**config.mk**
```make
export PLATFORM = sky130hd
export DESIGN_NAME = spi_flash_sequencer_flat
export DESIGN_NICKNAME = d
export VERILOG_FILES = /design/src/rtl/spi_flash_sequencer_if.sv /design/src/rtl/spi_flash_sequencer.sv /design/src/flat_wrapper.sv
export SDC_FILE = /design/constraint.sdc
export NUM_CORES = 1
export LEC_CHECK = 0
export ABC_AREA = 1
export ABC_CLOCK_PERIOD_IN_PS = 2050
export BUFFER_PORTS_ARGS = -buffer_cell sky130_fd_sc_hd__buf_4
export CAP_MARGIN = 20
export CELL_PAD_IN_SITES_DETAIL_PLACEMENT = 1
export CELL_PAD_IN_SITES_GLOBAL_PLACEMENT = 2
export CORE_MARGIN = 4
export CORE_UTILIZATION = 27
export CTS_BUF_LIST = sky130_fd_sc_hd__clkbuf_8
export CTS_CLUSTER_SIZE = 20
export DETAILED_ROUTE_END_ITERATION = 16
export PLACE_DENSITY_LB_ADDON = 0.1
export SLEW_MARGIN = 20
export SYNTH_ARGS = -nofsm -noshare
export SYNTH_HDL_FRONTEND = slang
export SYNTH_SLANG_ARGS = --single-unit
```
**constraint.sdc**
```tcl
create_clock -name cclk_i -period 2.05 [get_ports cclk_i]
set_clock_uncertainty 0.2 [all_clocks]
set_input_delay 0.5125 -clock cclk_i [delete_from_list [all_inputs] [get_ports cclk_i]]
set_output_delay 0.5125 -clock cclk_i [all_outputs]
set_load 0.05 [all_outputs]
```
**src/rtl/spi_flash_sequencer_if.sv**
```systemverilog
// Byte-shifter bus between the flash command sequencer and the SPI byte shifter.
// The sequencer is the master: it frames commands with chip_select and launches bytes.
interface spi_flash_sequencer_if;
    logic       chip_select;
    logic       byte_start;
    logic [7:0] byte_tx;
    logic       byte_done;
    logic [7:0] byte_rx;

    modport master (
        output chip_select,
        output byte_start,
        output byte_tx,
        input  byte_done,
        input  byte_rx
    );

    modport slave (
        input  chip_select,
        input  byte_start,
        input  byte_tx,
        output byte_done,
        output byte_rx
    );
endinterface

```
**src/rtl/spi_flash_sequencer.sv**
```systemverilog
// Round-robin command sequencer for two requesters sharing one M25P16 flash:
// opcode, optional 24-bit address, then N read bytes, one byte outstanding at a time.
module spi_flash_sequencer #(
    parameter int LEN_W       = 8,
    parameter int CS_IDLE_CYC = 4
) (
    input  logic             cclk_i,
    input  logic             reset_i,
    input  logic [1:0]       req_i,
    input  logic [7:0]       opcode0_i,
    input  logic [7:0]       opcode1_i,
    input  logic [23:0]      addr0_i,
    input  logic [23:0]      addr1_i,
    input  logic             use_addr0_i,
    input  logic             use_addr1_i,
    input  logic [LEN_W-1:0] rd_len0_i,
    input  logic [LEN_W-1:0] rd_len1_i,
    output logic [1:0]       grant_o,
    output logic [7:0]       rx_data_o,
    output logic             rx_valid_o,
    output logic [1:0]       done_o,
    spi_flash_sequencer_if.master flash_if
);

    localparam int CNT_W = $clog2(CS_IDLE_CYC + 1);
    localparam logic [CNT_W-1:0] IDLE_MAX = CNT_W'(CS_IDLE_CYC);

    localparam logic [2:0] ST_IDLE = 3'd0;
    localparam logic [2:0] ST_OPC  = 3'd1;
    localparam logic [2:0] ST_ADDR = 3'd2;
    localparam logic [2:0] ST_READ = 3'd3;
    localparam logic [2:0] ST_END  = 3'd4;
    localparam logic [2:0] ST_GAP  = 3'd5;

    logic [2:0]       state_q,    state_d;
    logic [1:0]       grant_q,    grant_d;
    logic [1:0]       done_q,     done_d;
    logic [7:0]       rx_data_q,  rx_data_d;
    logic             rx_valid_q, rx_valid_d;
    logic             cs_q,       cs_d;
    logic             start_q,    start_d;
    logic [7:0]       tx_q,       tx_d;
    logic             busy_q,     busy_d;
    logic             last_q,     last_d;
    logic             win_q,      win_d;
    logic [CNT_W-1:0] idle_q,     idle_d;
    logic [23:0]      addr_q,     addr_d;
    logic             use_addr_q, use_addr_d;
    logic [LEN_W-1:0] len_q,      len_d;
    logic [LEN_W-1:0] cnt_q,      cnt_d;
    logic [1:0]       aidx_q,     aidx_d;

    logic             byte_ev_s;
    logic             win_s;
    logic             issue_s;
    logic [7:0]       issue_byte_s;
    logic             finish_s;

    assign grant_o              = grant_q;
    assign done_o               = done_q;
    assign rx_data_o            = rx_data_q;
    assign rx_valid_o           = rx_valid_q;
    assign flash_if.chip_select = cs_q;
    assign flash_if.byte_start  = start_q;
    assign flash_if.byte_tx     = tx_q;

    // Next-state logic: arbitration, byte sequencing and command completion.
    always_comb begin
        state_d      = state_q;
        grant_d      = grant_q;
        done_d       = 2'b00;
        rx_data_d    = rx_data_q;
        rx_valid_d   = 1'b0;
        cs_d         = cs_q;
        start_d      = 1'b0;
        tx_d         = tx_q;
        busy_d       = busy_q;
        last_d       = last_q;
        win_d        = win_q;
        idle_d       = idle_q;
        addr_d       = addr_q;
        use_addr_d   = use_addr_q;
        len_d        = len_q;
        cnt_d        = cnt_q;
        aidx_d       = aidx_q;
        issue_s      = 1'b0;
        issue_byte_s = 8'h00;
        finish_s     = 1'b0;

        // A done pulse only counts against a byte that is actually in flight.
        byte_ev_s = busy_q & flash_if.byte_done;

        case (req_i)
            2'b01:   win_s = 1'b0;
            2'b10:   win_s = 1'b1;
            2'b11:   win_s = ~last_q;
            default: win_s = 1'b0;
        endcase

        if (cs_q && (idle_q < IDLE_MAX)) begin
            idle_d = idle_q + CNT_W'(1);
        end else begin
            idle_d = idle_q;
        end

        if (byte_ev_s) begin
            busy_d = 1'b0;
        end else begin
            busy_d = busy_q;
        end

        case (state_q)
            ST_IDLE: begin
                if ((req_i != 2'b00) && (idle_q >= IDLE_MAX)) begin
                    win_d        = win_s;
                    grant_d      = win_s ? 2'b10 : 2'b01;
                    addr_d       = win_s ? addr1_i : addr0_i;
                    use_addr_d   = win_s ? use_addr1_i : use_addr0_i;
                    len_d        = win_s ? rd_len1_i : rd_len0_i;
                    cs_d         = 1'b0;
                    issue_s      = 1'b1;
                    issue_byte_s = win_s ? opcode1_i : opcode0_i;
                    state_d      = ST_OPC;
                end else begin
                    state_d = ST_IDLE;
                end
            end
            ST_OPC: begin
                if (byte_ev_s) begin
                    if (use_addr_q) begin
                        issue_s      = 1'b1;
                        issue_byte_s = addr_q[23:16];
                        aidx_d       = 2'd1;
                        state_d      = ST_ADDR;
                    end else if (len_q != {LEN_W{1'b0}}) begin
                        issue_s = 1'b1;
                        cnt_d   = len_q;
                        state_d = ST_READ;
                    end else begin
                        finish_s = 1'b1;
                    end
                end else begin
                    state_d = ST_OPC;
                end
            end
            ST_ADDR: begin
                if (byte_ev_s) begin
                    if (aidx_q == 2'd1) begin
                        issue_s      = 1'b1;
                        issue_byte_s = addr_q[15:8];
                        aidx_d       = 2'd2;
                    end else if (aidx_q == 2'd2) begin
                        issue_s      = 1'b1;
                        issue_byte_s = addr_q[7:0];
                        aidx_d       = 2'd3;
                    end else if (len_q != {LEN_W{1'b0}}) begin
                        issue_s = 1'b1;
                        cnt_d   = len_q;
                        state_d = ST_READ;
                    end else begin
                        finish_s = 1'b1;
                    end
                end else begin
                    state_d = ST_ADDR;
                end
            end
            ST_READ: begin
                if (byte_ev_s) begin
                    rx_data_d  = flash_if.byte_rx;
                    rx_valid_d = 1'b1;
                    cnt_d      = cnt_q - LEN_W'(1);
                    if (cnt_q == LEN_W'(1)) begin
                        finish_s = 1'b1;
                    end else begin
                        issue_s = 1'b1;
                    end
                end else begin
                    state_d = ST_READ;
                end
            end
            ST_END: begin
                state_d = ST_GAP;
            end
            ST_GAP: begin
                if (idle_q >= IDLE_MAX) begin
                    state_d = ST_IDLE;
                end else begin
                    state_d = ST_GAP;
                end
            end
            default: begin
                state_d = ST_IDLE;
            end
        endcase

        if (issue_s) begin
            start_d = 1'b1;
            tx_d    = issue_byte_s;
            busy_d  = 1'b1;
        end else begin
            start_d = 1'b0;
        end

        if (finish_s) begin
            state_d = ST_END;
            cs_d    = 1'b1;
            grant_d = 2'b00;
            done_d  = grant_q;
            last_d  = win_q;
            idle_d  = {CNT_W{1'b0}};
        end else begin
            done_d = 2'b00;
        end
    end

    // State and registered outputs; the idle counter starts saturated so the first request wins at once.
    always_ff @(posedge cclk_i) begin
        if (reset_i) begin
            state_q    <= ST_IDLE;
            grant_q    <= 2'b00;
            done_q     <= 2'b00;
            rx_data_q  <= 8'h00;
            rx_valid_q <= 1'b0;
            cs_q       <= 1'b1;
            start_q    <= 1'b0;
            tx_q       <= 8'h00;
            busy_q     <= 1'b0;
            last_q     <= 1'b1;
            win_q      <= 1'b0;
            idle_q     <= IDLE_MAX;
            addr_q     <= 24'h000000;
            use_addr_q <= 1'b0;
            len_q      <= {LEN_W{1'b0}};
            cnt_q      <= {LEN_W{1'b0}};
            aidx_q     <= 2'd0;
        end else begin
            state_q    <= state_d;
            grant_q    <= grant_d;
            done_q     <= done_d;
            rx_data_q  <= rx_data_d;
            rx_valid_q <= rx_valid_d;
            cs_q       <= cs_d;
            start_q    <= start_d;
            tx_q       <= tx_d;
            busy_q     <= busy_d;
            last_q     <= last_d;
            win_q      <= win_d;
            idle_q     <= idle_d;
            addr_q     <= addr_d;
            use_addr_q <= use_addr_d;
            len_q      <= len_d;
            cnt_q      <= cnt_d;
            aidx_q     <= aidx_d;
        end
    end

endmodule

```
**src/flat_wrapper.sv**
```systemverilog
// flat-port wrapper written by rule: the top's interface ports become plain ports
module spi_flash_sequencer_flat 
#(
    parameter int LEN_W       = 8,
    parameter int CS_IDLE_CYC = 4
)
  (cclk_i, reset_i, req_i, opcode0_i, opcode1_i, addr0_i, addr1_i, use_addr0_i, use_addr1_i, rd_len0_i, rd_len1_i, grant_o, rx_data_o, rx_valid_o, done_o, flash_if_chip_select, flash_if_byte_start, flash_if_byte_tx, flash_if_byte_done, flash_if_byte_rx);
  spi_flash_sequencer_if flash_if_i ();
  input  logic cclk_i;
  input  logic reset_i;
  input  logic [1:0] req_i;
  input  logic [7:0] opcode0_i;
  input  logic [7:0] opcode1_i;
  input  logic [23:0] addr0_i;
  input  logic [23:0] addr1_i;
  input  logic use_addr0_i;
  input  logic use_addr1_i;
  input  logic [LEN_W-1:0] rd_len0_i;
  input  logic [LEN_W-1:0] rd_len1_i;
  output logic [1:0] grant_o;
  output logic [7:0] rx_data_o;
  output logic rx_valid_o;
  output logic [1:0] done_o;
  output wire logic [$bits(flash_if_i.chip_select)-1:0] flash_if_chip_select;
  output wire logic [$bits(flash_if_i.byte_start)-1:0] flash_if_byte_start;
  output wire logic [$bits(flash_if_i.byte_tx)-1:0] flash_if_byte_tx;
  input wire logic [$bits(flash_if_i.byte_done)-1:0] flash_if_byte_done;
  input wire logic [$bits(flash_if_i.byte_rx)-1:0] flash_if_byte_rx;
  assign flash_if_chip_select = flash_if_i.chip_select;
  assign flash_if_byte_start = flash_if_i.byte_start;
  assign flash_if_byte_tx = flash_if_i.byte_tx;
  assign flash_if_i.byte_done = flash_if_byte_done;
  assign flash_if_i.byte_rx = flash_if_byte_rx;
  spi_flash_sequencer #(.LEN_W(LEN_W), .CS_IDLE_CYC(CS_IDLE_CYC)) u_core (.cclk_i(cclk_i), .reset_i(reset_i), .req_i(req_i), .opcode0_i(opcode0_i), .opcode1_i(opcode1_i), .addr0_i(addr0_i), .addr1_i(addr1_i), .use_addr0_i(use_addr0_i), .use_addr1_i(use_addr1_i), .rd_len0_i(rd_len0_i), .rd_len1_i(rd_len1_i), .grant_o(grant_o), .rx_data_o(rx_data_o), .rx_valid_o(rx_valid_o), .done_o(done_o), .flash_if(flash_if_i));
endmodule
```
# Word-level counts from Yosys, hierarchy flattened
# Cells that the tools add are included.
# word_totals
romBits	0
latchBits	0
ramBits	0
memories	0
elab_cells	132
in_bits	95
register_bits	75
out_inout_bits	23
# classes
mul	0
order_cmp	2
n_eq_ne	24
add_sub_neg	2
bitwise	4
muxes	63
shifts	0
n_reduce_logical	18
div_mod_pow	0
# op_table
operator	n
2-to-1 mux 8 bit	15
case mux 8 bit (3 select lines)	2
2-to-1 mux 3 bit	11
2-to-1 mux 24 bit	1
2-to-1 mux 1 bit	23
case mux 3 bit (6 select lines)	1
2-to-1 mux 2 bit	6
inequality test 3 bit, second input constant	3
equality test 8 x 1 -> 1 bit, second input constant	1
inequality test 2 x 1 -> 1 bit, second input constant	4
inequality test 2 bit, second input constant	4
inequality test 4 bit, second input constant	2
nonzero test 2 bit	4
nonzero test 8 bit	1
subtractor 8 x 1 -> 8 bit, second input constant	1
AND reduction 7 bit	1
equality test 2 bit, second input constant	3
equality test 3 x 2 -> 1 bit, second input constant	2
equality test 3 bit, second input constant	2
AND reduction 3 bit	2
OR reduction 2 bit	3
AND reduction 5 bit	1
case mux 1 bit (4 select lines)	1
case mux 2 bit (2 select lines)	1
14 further kinds	18

# Longest topological paths before layout
# logic_depth
depth_word	8
mapped_depth	11
depth_no_buf	11

# Least setup slack after synthesis
# No wires, ideal clock.
# synth_path
path_type	input port to flip-flop
from	in flash_if_byte_done
to	reg u_core.state_q[0]
setup_time_ns	0.118
arrival_ns	1.430
cell_stages	6
slack_ns	0.302
required_ns	1.732
n_path_buf	1
cell_sequence	nand2_1 -> inv_1 -> buf_1 -> nand4_1 -> nand2_1 -> nor2_1
# synth_between
elab_chain_cells	4
word_cells_on_any_way	13
cone_classes	eq/ne (3); mux (7); bitwise (1); reduce/logical (2)
# synth_rtl
element	line	rtl
start, declared	flat_wrapper.sv:27	input wire logic [$bits(flash_if_i.byte_done)-1:0] flash_if_byte_done;
bitwise AND 1 bit *	spi_flash_sequencer.sv:91	byte_ev_s = busy_q & flash_if.byte_done;
2-to-1 mux 1 bit (on tied branches)	spi_flash_sequencer.sv:168, spi_flash_sequencer.sv:129, spi_flash_sequencer.sv:147	
case mux 1 bit (3 select lines)	spi_flash_sequencer.sv:112	case (state_q)
OR reduction 2 bit (no line)	-	
end signal, assigned	spi_flash_sequencer.sv:237	state_q <= state_d;
end, declared	spi_flash_sequencer.sv:35	logic [2:0] state_q, state_d;
# Mark *: on every way between the ends. The rest lies on a longest branch, timed or not.
# A chain may end at the register's enable or synchronous reset.

# Worst setup path in the final report
# layout_path
from	reg u_core.state_q[1]
to	reg u_core.len_q[1]
# layout_between
elab_chain_cells	2
# layout_rtl
element	line	rtl
logical NOT 3 bit	spi_flash_sequencer.sv:112	
AND reduction 2 bit (no line)	-	
end signal, assigned	spi_flash_sequencer.sv:233	len_q <= {LEN_W{1'b0}};
end signal, assigned	spi_flash_sequencer.sv:251	len_q <= len_d;
end, declared	spi_flash_sequencer.sv:49	logic [LEN_W-1:0] len_q, len_d;
# Every way passes these cells.

==> impl_metrics.ini <==
[synth]
syn-instance-count = 581
ys_async_sr_fraction_pct = 0
yosysSeqAreaShare_pct = 40.0
synth_edf_count = 0
syn_area_mm2 = 0.00376
synth_flop_cell = dfxtp_1
yosysUniqueCellTypes = 27
syn_nets = 680
ys_ff_latch = 75
yosys_warnings = 0
syn_avg_cell_area_um2 = 6.47

[timing]
hold_violations = 0
slew_viol_final = 0
min_period_ps = 1860
worst_slew_pin_slew_ps = 502
rsz0062_at_grt = true
finalCritPeriodShare_pct = 90.8
timing.fmax_mhz = 537
finalSetupViolCount = 0
slew_headroom_pct = 66.5
fin_hold_ws_ps = 194

[floorplan]
dieArea_mm2 = 0.0159
fp.dieH_um = 126
io_pins = 118
core_area_mm2 = 0.0135
die_w_um = 126
start_util_pct = 27.9
rows = 42

[final_layout]
area_delta_synth_final_pct = 37.1
mostFrequentLayoutCells = nand2_1 (202), buf_4 (134), dfxtp_1 (75)
drive_above_1_share_pct = 23.5
utilization_pct = 38.3
final_common_cell = nand2_1
final_nets = 801
diodes = 0

[min_path]
min_path_type = input pin to flop
min_path_cells = 3
hold_end = u_core.rx_data_o[3]$_SDFFE_PP0P_
hp-start = flash_if_byte_rx[3]

[clock_network]
cts_resized = 0
cts_max_level = 3
cts-root-buf = clkbuf_8
clk_path_buf_depth = 2
ctsHoldBuffers = 0
cts_tree = built
clock_sinks = 75
numCtsBuffers = 9
post_cts_buffers = 0
clk_latency_ps = 370
clkTransAtPathRegs_ps = 80

[power_and_ir_drop]
power_frac_clock_pct = 28.1
ir_worst_vdd_uv = 347
p_int_uw = 2880
seqPwrFrac_pct = 39.0
p_switching_uw = 1650
p_sw_share_pct = 36.3
totalPowerFinal_uw = 4530
p_per_area_mw_per_mm2 = 880
power_frac_comb_pct = 32.8
p_leak_uw = 0.00235

[grt]
grt_max_degree = 53
grt_pass1_wl_um = 21200
gr-total-overflow = 0
grt.total_usage_pct = 16.3
first_global_vias = 4409
antenna_found_initial = 0

[flow_run]
drv_cap = 0

[worst_setup_path]
critPathMostFrequentCell = nand2_1
ff2ff_setup_slack_ps = 190
cpPeakStageDelay_ps = 380
startpoint_type = flop
cpMaxStageDelayCell = dfxtp_1
crit_path_end_kind = flop
cp_max_fo = 31
r2r_end = u_core.len_q[1]$_SDFFE_PP0P_
rr_worst_depth = 9
cp_data_required_time_ps = 2150
worstPathCellList = nor2_1 -> nand2_1 -> nor2_4 -> nand2_1 -> inv_1 -> buf_12 -> buf_4 -> nand2_1 -> a31oi_1
cp.arrival_ps = 1960
critical_path_class = flop to flop
crit-reg2reg-launch = u_core.state_q[1]$_SDFFE_PP0P_

[drt]
wl_per_cell_um = 14.2
drtAntennaViolNets = 0
drt_iter0_drc = 144
via_count = 4092
dr.pass1.iters = 4
drc = 0
drt-total-wl_um = 12600
vias_per_cell = 4.63

[placed_design]
io_buffers = 117
hpwl_um = 9750
globalplace.congestion = 0.746

[status]
status = finished clean
-- flip-flops by register name, summed over array words and instances, names as in the netlist --
register and flops:
u_core.addr_q 24, u_core.flash_if.chip_select 1, u_core.rx_data_o 8, u_core.busy_q 1
u_core.use_addr_q 1, u_core.win_q 1, u_core.flash_if.byte_tx 8, u_core.grant_o 2
u_core.done_o 2, u_core.flash_if.byte_start 1, u_core.len_q 8, u_core.aidx_q 2
u_core.rx_valid_o 1, u_core.cnt_q 8, u_core.state_q 3, u_core.idle_q 3
u_core.last_q 1
-- power groups by stage --
stage	clock (uW)	combinational, uW	sequential (uW)
CTS	1340	1510	1770
finish	1270	1490	1770
floorplan	0	824	1930
global route	1410	1670	1800
detailed placement	0	1500	1810
global placement	0	1480	1800
-- Yosys cell counts, types with 2 or more instances --
master,count,area (um^2)
ha_1,4,50.1
o21ai_0,24,120
buf_2,11,55.1
dfxtp_1,75,1500
a21oi_1,25,125
nor2_1,59,221
nand4_1,10,62.6
nor2_2,3,18.8
nor3_1,4,20.0
inv_2,3,11.3
nand2_1,202,758
inv_1,46,173
clkbuf_1,14,52.6
clkinv_1,3,11.3
nand3_1,48,240
a31oi_1,37,231
nand3_2,2,20.0
nand2_2,2,12.5
-- per-layer routing --
| metal | wire, um | GRT usage [%] |
|---|---|---|
| met3 | 622 | 5.55 |
| met1 | 5540 | 19.1 |
| met4 | 123 | 4.04 |
| met5 | 0 | 0 |
| met2 | 6270 | 28.6 |
-- critical path: cells and delay by family, from the launching register on --
family          cells  cell delay [ps]
buf+inv             3              450
simple gates        5              610
compound gates      1              130
flops               1              380
-- kinds of logic (layout without fill, tap and decap cells) --
| group | count (synthesis) | after routing | share of synthesized area, % |
|---|---|---|---|
| AND/OR/NAND/NOR | 333 | 333 | 36.8 |
| AO/OA/AOI/OAI | 88 | 88 | 13.0 |
| buffers and inverters | 80 | 206 | 8.66 |
| flip-flops | 75 | 75 | 40.0 |
| adder cells (fa/ha/maj) | 4 | 4 | 1.33 |
| XOR/XNOR | 1 | 1 | 0.233 |
-- per-stage QoR --
| stage | setup TNS, ps | cells | cell area [um^2] | worst slack, ps |
|---|---|---|---|---|
| 2_1_floorplan | 0 | 581 | 3760 | 302 |
| 3_3_place_gp | 0 | 867 | 4920 | 66.1 |
| 3_5_place_dp | -10.8 | 867 | 4920 | -5.90 |
| 4_1_cts | 0 | 883 | 5140 | 40.9 |
| 5_1_grt | -66.3 | 883 | 5150 | -34.0 |
| 6_report | 0 | 883 | 5150 | 189 |
-- final cells by class --
cell class / count / area [um^2]
sequential: 75 / 1500
timing repair buffer: 138 / 1080
inverter: 52 / 195
clock inverter: 7 / 93.8
multi-input combinational: 426 / 1940
fill: 1757 / 8300
clock buffer: 9 / 124
tap: 176 / 220
-- worst max path at each step --
| stage | slack (ps) | end | cells after the start | start |
|---|---|---|---|---|
| after detailed placement | -6 | u_core.addr_q[10]$_SDFFE_PP0P_ | 8 | req_i[1] |
| after CTS | 40 | u_core.addr_q[20]$_SDFFE_PP0P_ | 8 | u_core.state_q[1]$_SDFFE_PP0P_ |
| after global placement | 70 | u_core.addr_q[21]$_SDFFE_PP0P_ | 8 | req_i[1] |
| after floorplan | 300 | u_core.state_q[0]$_SDFFE_PP0P_ | 6 | flash_if_byte_done |
| after global routing | -30 | u_core.cnt_q[0]$_SDFFE_PP0P_ | 9 | u_core.state_q[2]$_SDFFE_PP0P_ |
| final | 190 | u_core.len_q[1]$_SDFFE_PP0P_ | 9 | u_core.state_q[1]$_SDFFE_PP0P_ |
Power figures use the tool's default switching activity.
